### src/rtl/tx_arbiter_if.sv
// Bundle of requester, TX engine and RX engine signals around tx_arbiter.
// slave is the arbiter's view; master is the view of everything around it.
interface tx_arbiter_if #(
  parameter int NSHIFT   = 2,
  parameter int CMD_BITS = 2
);
  logic                s_reserve;
  logic                s_valid;
  logic [CMD_BITS-1:0] s_cmd;
  logic                s_reply_wanted;
  logic                s_started;
  logic [NSHIFT-1:0]   s_data;
  logic                s_data_next;
  logic                s_done;

  logic                p_valid;
  logic [CMD_BITS-1:0] p_cmd;
  logic                p_reply_wanted;
  logic                p_started;
  logic [NSHIFT-1:0]   p_data;
  logic                p_data_next;
  logic                p_done;

  logic                tx_command_valid;
  logic [CMD_BITS-1:0] tx_command;
  logic                tx_command_started;
  logic [NSHIFT-1:0]   tx_data;
  logic                tx_data_next;
  logic                tx_done;

  logic                rx_done;
  logic                rx_owner_s;
  logic                rx_owner_p;
  logic                busy;

  modport slave (
    input  s_reserve, s_valid, s_cmd, s_reply_wanted, s_data,
    output s_started, s_data_next, s_done,
    input  p_valid, p_cmd, p_reply_wanted, p_data,
    output p_started, p_data_next, p_done,
    output tx_command_valid, tx_command, tx_data,
    input  tx_command_started, tx_data_next, tx_done,
    input  rx_done,
    output rx_owner_s, rx_owner_p, busy
  );

  modport master (
    output s_reserve, s_valid, s_cmd, s_reply_wanted, s_data,
    input  s_started, s_data_next, s_done,
    output p_valid, p_cmd, p_reply_wanted, p_data,
    input  p_started, p_data_next, p_done,
    input  tx_command_valid, tx_command, tx_data,
    output tx_command_started, tx_data_next, tx_done,
    output rx_done,
    input  rx_owner_s, rx_owner_p, busy
  );
endinterface

### src/rtl/tx_arbiter.sv
// Two-requester (scheduler/prefetcher) arbiter for the serial TX channel with reply steering.
// Define TX_ARB_RR_EN to alternate grants on collisions instead of fixed scheduler priority.
//
// state      | meaning
// IDLE       | channel free, arbitrate between eligible requesters
// CMD        | owner's command presented to TX engine, waiting for start
// DATA       | owner's payload forwarded until TX engine signals done
// WAIT_REPLY | reply outstanding for owner, no new grants until rx_done
module tx_arbiter #(
  parameter int NSHIFT   = 2,
  parameter int CMD_BITS = 2
) (
  input logic         clk,
  input logic         reset,
  tx_arbiter_if.slave bus
);

  typedef enum logic [1:0] {IDLE, CMD, DATA, WAIT_REPLY} state_t;

  state_t state, state_d;
  logic   owner, owner_d;
  logic   reply_pending, reply_pending_d;
  logic   s_elig, p_elig, grant_p;

  assign s_elig = bus.s_valid;
  assign p_elig = bus.p_valid && !bus.s_reserve;

`ifdef TX_ARB_RR_EN
  logic last_winner, last_winner_d;

  // On a collision, favour whoever lost the previous grant.
  assign grant_p = p_elig && (!s_elig || !last_winner);

  always_ff @(posedge clk or negedge reset) begin
    if (!reset) last_winner <= 1'b1;
    else        last_winner <= last_winner_d;
  end
`else
  assign grant_p = p_elig && !s_elig;
`endif

  always_ff @(posedge clk or negedge reset) begin
    if (!reset) begin
      state         <= IDLE;
      owner         <= 1'b0;
      reply_pending <= 1'b0;
    end else begin
      state         <= state_d;
      owner         <= owner_d;
      reply_pending <= reply_pending_d;
    end
  end

  always_comb begin
    state_d              = state;
    owner_d              = owner;
    reply_pending_d      = reply_pending;
`ifdef TX_ARB_RR_EN
    last_winner_d        = last_winner;
`endif
    bus.tx_command_valid = 1'b0;
    bus.tx_command       = '0;
    bus.tx_data          = '0;
    bus.s_started        = 1'b0;
    bus.p_started        = 1'b0;
    bus.s_data_next      = 1'b0;
    bus.p_data_next      = 1'b0;
    bus.s_done           = 1'b0;
    bus.p_done           = 1'b0;
    bus.rx_owner_s       = 1'b0;
    bus.rx_owner_p       = 1'b0;
    bus.busy             = (state != IDLE);

    case (state)
      IDLE: begin
        if (s_elig || p_elig) begin
          state_d         = CMD;
          owner_d         = grant_p;
          reply_pending_d = grant_p ? bus.p_reply_wanted : bus.s_reply_wanted;
`ifdef TX_ARB_RR_EN
          last_winner_d   = grant_p;
`endif
        end
      end

      CMD: begin
        bus.tx_command_valid = 1'b1;
        bus.tx_command       = owner ? bus.p_cmd : bus.s_cmd;
        if (bus.tx_command_started) begin
          bus.s_started = !owner;
          bus.p_started = owner;
          state_d       = DATA;
        end else if (!(owner ? bus.p_valid : bus.s_valid)) begin
          state_d = IDLE;
        end
      end

      DATA: begin
        bus.tx_data     = owner ? bus.p_data : bus.s_data;
        bus.s_data_next = !owner && bus.tx_data_next;
        bus.p_data_next = owner && bus.tx_data_next;
        if (bus.tx_done) begin
          bus.s_done = !owner;
          bus.p_done = owner;
          state_d    = reply_pending ? WAIT_REPLY : IDLE;
        end
      end

      WAIT_REPLY: begin
        bus.rx_owner_s = !owner;
        bus.rx_owner_p = owner;
        if (bus.rx_done) state_d = IDLE;
      end

      default: state_d = IDLE;
    endcase
  end

endmodule

### src/flat_wrapper.sv
// flat-port wrapper written by rule: the top's interface ports become plain ports
module tx_arbiter_flat 
#(
  parameter int NSHIFT   = 2,
  parameter int CMD_BITS = 2
)
  (clk, reset, bus_s_reserve, bus_s_valid, bus_s_cmd, bus_s_reply_wanted, bus_s_data, bus_s_started, bus_s_data_next, bus_s_done, bus_p_valid, bus_p_cmd, bus_p_reply_wanted, bus_p_data, bus_p_started, bus_p_data_next, bus_p_done, bus_tx_command_valid, bus_tx_command, bus_tx_data, bus_tx_command_started, bus_tx_data_next, bus_tx_done, bus_rx_done, bus_rx_owner_s, bus_rx_owner_p, bus_busy);
  tx_arbiter_if #(.NSHIFT(NSHIFT), .CMD_BITS(CMD_BITS)) bus_i ();
  input logic clk;
  input logic reset;
  input wire logic [$bits(bus_i.s_reserve)-1:0] bus_s_reserve;
  input wire logic [$bits(bus_i.s_valid)-1:0] bus_s_valid;
  input wire logic [$bits(bus_i.s_cmd)-1:0] bus_s_cmd;
  input wire logic [$bits(bus_i.s_reply_wanted)-1:0] bus_s_reply_wanted;
  input wire logic [$bits(bus_i.s_data)-1:0] bus_s_data;
  output wire logic [$bits(bus_i.s_started)-1:0] bus_s_started;
  output wire logic [$bits(bus_i.s_data_next)-1:0] bus_s_data_next;
  output wire logic [$bits(bus_i.s_done)-1:0] bus_s_done;
  input wire logic [$bits(bus_i.p_valid)-1:0] bus_p_valid;
  input wire logic [$bits(bus_i.p_cmd)-1:0] bus_p_cmd;
  input wire logic [$bits(bus_i.p_reply_wanted)-1:0] bus_p_reply_wanted;
  input wire logic [$bits(bus_i.p_data)-1:0] bus_p_data;
  output wire logic [$bits(bus_i.p_started)-1:0] bus_p_started;
  output wire logic [$bits(bus_i.p_data_next)-1:0] bus_p_data_next;
  output wire logic [$bits(bus_i.p_done)-1:0] bus_p_done;
  output wire logic [$bits(bus_i.tx_command_valid)-1:0] bus_tx_command_valid;
  output wire logic [$bits(bus_i.tx_command)-1:0] bus_tx_command;
  output wire logic [$bits(bus_i.tx_data)-1:0] bus_tx_data;
  input wire logic [$bits(bus_i.tx_command_started)-1:0] bus_tx_command_started;
  input wire logic [$bits(bus_i.tx_data_next)-1:0] bus_tx_data_next;
  input wire logic [$bits(bus_i.tx_done)-1:0] bus_tx_done;
  input wire logic [$bits(bus_i.rx_done)-1:0] bus_rx_done;
  output wire logic [$bits(bus_i.rx_owner_s)-1:0] bus_rx_owner_s;
  output wire logic [$bits(bus_i.rx_owner_p)-1:0] bus_rx_owner_p;
  output wire logic [$bits(bus_i.busy)-1:0] bus_busy;
  assign bus_i.s_reserve = bus_s_reserve;
  assign bus_i.s_valid = bus_s_valid;
  assign bus_i.s_cmd = bus_s_cmd;
  assign bus_i.s_reply_wanted = bus_s_reply_wanted;
  assign bus_i.s_data = bus_s_data;
  assign bus_s_started = bus_i.s_started;
  assign bus_s_data_next = bus_i.s_data_next;
  assign bus_s_done = bus_i.s_done;
  assign bus_i.p_valid = bus_p_valid;
  assign bus_i.p_cmd = bus_p_cmd;
  assign bus_i.p_reply_wanted = bus_p_reply_wanted;
  assign bus_i.p_data = bus_p_data;
  assign bus_p_started = bus_i.p_started;
  assign bus_p_data_next = bus_i.p_data_next;
  assign bus_p_done = bus_i.p_done;
  assign bus_tx_command_valid = bus_i.tx_command_valid;
  assign bus_tx_command = bus_i.tx_command;
  assign bus_tx_data = bus_i.tx_data;
  assign bus_i.tx_command_started = bus_tx_command_started;
  assign bus_i.tx_data_next = bus_tx_data_next;
  assign bus_i.tx_done = bus_tx_done;
  assign bus_i.rx_done = bus_rx_done;
  assign bus_rx_owner_s = bus_i.rx_owner_s;
  assign bus_rx_owner_p = bus_i.rx_owner_p;
  assign bus_busy = bus_i.busy;
  tx_arbiter #(.NSHIFT(NSHIFT), .CMD_BITS(CMD_BITS)) u_core (.clk(clk), .reset(reset), .bus(bus_i));
endmodule
### config.mk
export PLATFORM = sky130hd
export DESIGN_NAME = tx_arbiter_flat
export DESIGN_NICKNAME = d
export VERILOG_FILES = /design/src/rtl/tx_arbiter_if.sv /design/src/rtl/tx_arbiter.sv /design/src/flat_wrapper.sv
export SDC_FILE = /design/constraint.sdc
export NUM_CORES = 1
export LEC_CHECK = 0
export BUFFER_PORTS_ARGS = -buffer_cell sky130_fd_sc_hd__buf_2
export CAP_MARGIN = 20
export CORE_AREA = 2 2 39 41
export DETAILED_ROUTE_END_ITERATION = 8
export DIE_AREA = 0 0 41 43
export GPL_TIMING_DRIVEN = 1
export HOLD_SLACK_MARGIN = 0.15
export PLACE_DENSITY_LB_ADDON = 0.12
export RECOVER_POWER = 25
export SLEW_MARGIN = 20
export SYNTH_ARGS = -nofsm -noshare
export SYNTH_HDL_FRONTEND = slang
export SYNTH_SLANG_ARGS = --single-unit
### constraint.sdc
create_clock -name clk -period 1.3 [get_ports clk]
set_clock_uncertainty 0.1 [all_clocks]
set_input_delay 0 -clock clk [delete_from_list [all_inputs] [get_ports clk]]
set_output_delay 0 -clock clk [all_outputs]
set_load 0.01 [all_outputs]
==> impl_summary.txt <==
----------------------------------------------------
[Floorplanning]
  Die Y-Extent ... 43 um
  Std cell rows ... 14
  Die boundary width ... approximately 41 um
  Area inside the core boundary ... 0.00138 mm2
  Effective utilization at floorplan ... just under 30%
  Count of pins on the block boundary ... 33
  Die outline area ... 0.00176 mm2

[Yosys]
  Share of synthesized area occupied by flip-flops and latches ... 24.7%
  Leading post-synthesis cells by instance count ... sky130_fd_sc_hd__nor2_1 (6), sky130_fd_sc_hd__mux2i_1 (5), sky130_fd_sc_hd__and3_1 (4), sky130_fd_sc_hd__dfrtp_1 (4), sky130_fd_sc_hd__nor2b_1 (4)
  Post-synth top area share ... 24.7%
  Post-synthesis sequential element count ... 4
  Number of enable-type register cells in the synthesized netlist ... 0
  Post-synth ARST share ... 100%
  Primary FF master, synth ... sky130_fd_sc_hd__dfrtp_1
  Gate count of the mapped netlist ... 49
  Leading post-synthesis cells by cell area ... sky130_fd_sc_hd__dfrtp_1 (25%), sky130_fd_sc_hd__mux2i_1 (12%), sky130_fd_sc_hd__nand2b_4 (6.8%)
  Netlist area before placement ... 405 um2
  Leading cell type by number of instances after synthesis ... sky130_fd_sc_hd__nor2_1
  Cell type contributing the most total cell area after synthesis ... sky130_fd_sc_hd__dfrtp_1
  Warnings from Yosys ... 0
  Mean area per synthesized cell ... 8.27 um2
  Net count after synthesis ... 68
  Number of different library cells in the post-synthesis netlist ... 24

[Layout]
  Util after Layout ... 57.6%
  Proportion of layout cells with a drive suffix above 1 ... 60.0%
  Number of diodes added for antenna fixing ... 0
  Multi-input logic area ... between 200 and 300 um2
  Non-filler cells in the finished layout ... 116
  Final net count ... ~120
  Sequential Area ... 103 um2
  Fin area ... 797 um2
  Area added between synthesis and finish ... 96.6%
  Layout filler cell count ... 130

[CTS]
  Cts bufs inserted ... 3
  TritonCTS clock tree ... done
  Depth of the CTS H-tree ... 1
  Buffer cell driving the clock tree root ... sky130_fd_sc_hd__clkbuf_4
  Clock net sink count ... 4
  Worst-skew pair later-pin latency ... ~0.24 ns
  Max Root-Sink Buffers ... 2
  Clock edge transition at the registers on the reported setup and hold paths ... 0.04 ns

[Timing]
  Crit share post-route ... 99.7%
  Setup repair after global routing missed its margin ... true
  Final Slew Violations ... 0
  Final Hold Fails ... 0
  Worst slew margin relative to its limit ... 85.3%
  Total of endpoints with negative setup slack in the final report ... 0
  Peak clock frequency supported by timing ... 771 MHz
  Final critical-path required period ... around 1.3 ns
  Measured slew at the worst slew-check pin ... 0.220 ns
  Worst Hold Slack ... 0.223 ns

[Routing]
  Average via count per standard cell ... between 4 and 5
  First drt pass iteration count ... 3
  Antenna Nets Post-Route ... 0
  Number of DRC violations after detailed-routing iteration 0 ... 1
  WL final ... 1180 um
  DRC viols ... 0
  Routed length per instance ... 10.1 um
  Total number of vias ... 531

[Setup path]
  Critical path capture point type ... output port
  Critical path required time ... 1.20 ns
  Worst setup path class ... reg2out
  Largest stage delay on the critical path ... 0.45 ns
  Cells along the critical path ... nand2b_4 -> buf_4 -> nor2_2 -> buf_2
  Critical path startpoint category ... flop
  Worst path arrival time ... ~1.2 ns
  Slowest cell on the critical path ... sky130_fd_sc_hd__dfrtp_2
  Critical-path maximum fanout ... 7

[Placed design]
  Number of I/O port buffers ... 32
  Estimated wirelength of the detail-placed design ... 753 um
  Weighted congestion at the end of routability-driven global placement ... 0.690
  Cell count after placement ... 96
  Placed Area ... between 500 and 600 um2

[Pwr]
  Power density over the cells ... 1810 mW/mm2
  Leakage dissipation ... approximately 0.00042 uW
  Highest ir drop seen on vdd ... 931 uV

[Global route]
  Number of antenna violations at the first check in global routing ... 0
  Number of global-route vias before repair ... 504
  Largest net degree at the start of global routing ... 9
  Global-route total usage across every layer ... 16.2%
  Wire length of the first global-routing pass ... 1970 um
  GR Overflow Total ... 0

[Run]
  Max Cap Viol ... 0

[Status]
  Result of the run ... complete, no violations

[Min path]
  Class of the worst hold path ... in2out

----------------------------------------------------
## stage by stage
stage / setup WS, ns / power [uW] / TNS, ns
final: 0.00328 / 1450 / 0
after global placement: 0.0990 / 1020 / 0
after CTS: 0.00919 / 1340 / 0
after floorplan: 0.200 / 819 / 0
after detailed placement: 0.0984 / 1010 / 0
after global routing: -0.0725 / 1570 / -0.497
## layout make-up
type	count	share of cell area, %
Sequential cell	4	12.9
Inverter	3	1.73
Timing Repair Buffer	52	43.3
Tap cell	16	2.51
Multi-Input combinational cell	38	36.7
Clock buffer	3	2.83
## metal layers
metal	wire, um	vias to the layer above	GRT usage [%]	share of wire (%)
li1	-	271	-	-
met1	460	235	19.1	39
met2	612	21	25.0	52
met3	84	4	4.71	7.1
met4	20	0	8.67	1.7
met5	0	-	0	0
## critical path: cells and delay by family (launching register included)
| family | cells | cell delay [ns] |
|---|---|---|
| buf+inv | 2 | 0.26 |
| flops | 1 | 0.45 |
| simple gates | 2 | 0.24 |
## repair_timing
action	in CTS	in global routing
setup buffers	6	1
hold buffers	10	0
endpoints found under the hold margin	8	0
endpoints found under the setup margin	8	12
pin swaps	3	2
gates resized for setup	3	10
## final timing paths
path	start	endpoint	slack [ns]	cells past startpoint
hold / removal	bus_s_data[0]	bus_tx_data[0]	0.22	4
setup reg to reg	u_core.state[1]	u_core.state[0]	0.08	3
min in group asynchronous	reset	u_core.owner	0.55	3
hold reg to reg	u_core.reply_pending	u_core.reply_pending	0.43	1
max in group asynchronous	reset	u_core.state[0]	0.37	3
setup / recovery	u_core.state[1]	bus_tx_command[0]	0.003	4
## flip-flops by register name, indices dropped and copies added (netlist names)
| signal | flops |
|---|---|
| u_core.reply_pending | 1 |
| u_core.state | 2 |
| u_core.owner | 1 |
## kinds of logic after synthesis
group                  Yosys count  synth area share [%]
AO/OA/AOI/OAI                   10                  18.2
multiplexers                     5                  12.3
flip-flops                       4                  24.7
buffers and inverters            7                  10.5
AND/OR/NAND/NOR                 23                  34.3
## cell usage in the layout, fill, tap and decap left out, drive strengths merged, types with 2 or more instances in the layout
cell         count
buf             42
dlygate4sd3     10
nor2             7
mux2i            5
nor2b            4
and3             4
o21ai            4
dfrtp            4
clkbuf           3
inv              3
nand2            3
nand2b           2
a21oi            2
## where the power goes
| part | internal [uW] | switching [uW] | leakage, uW |
|---|---|---|---|
| clock | 103 | 52.9 | 0.0000138 |
| combinational | 548 | 454 | 0.000363 |
| sequential | 192 | 95.1 | 0.0000476 |
| total | 843 | 602 | 0.000424 |
No activity file was read; power rests on OpenSTA's default activity.
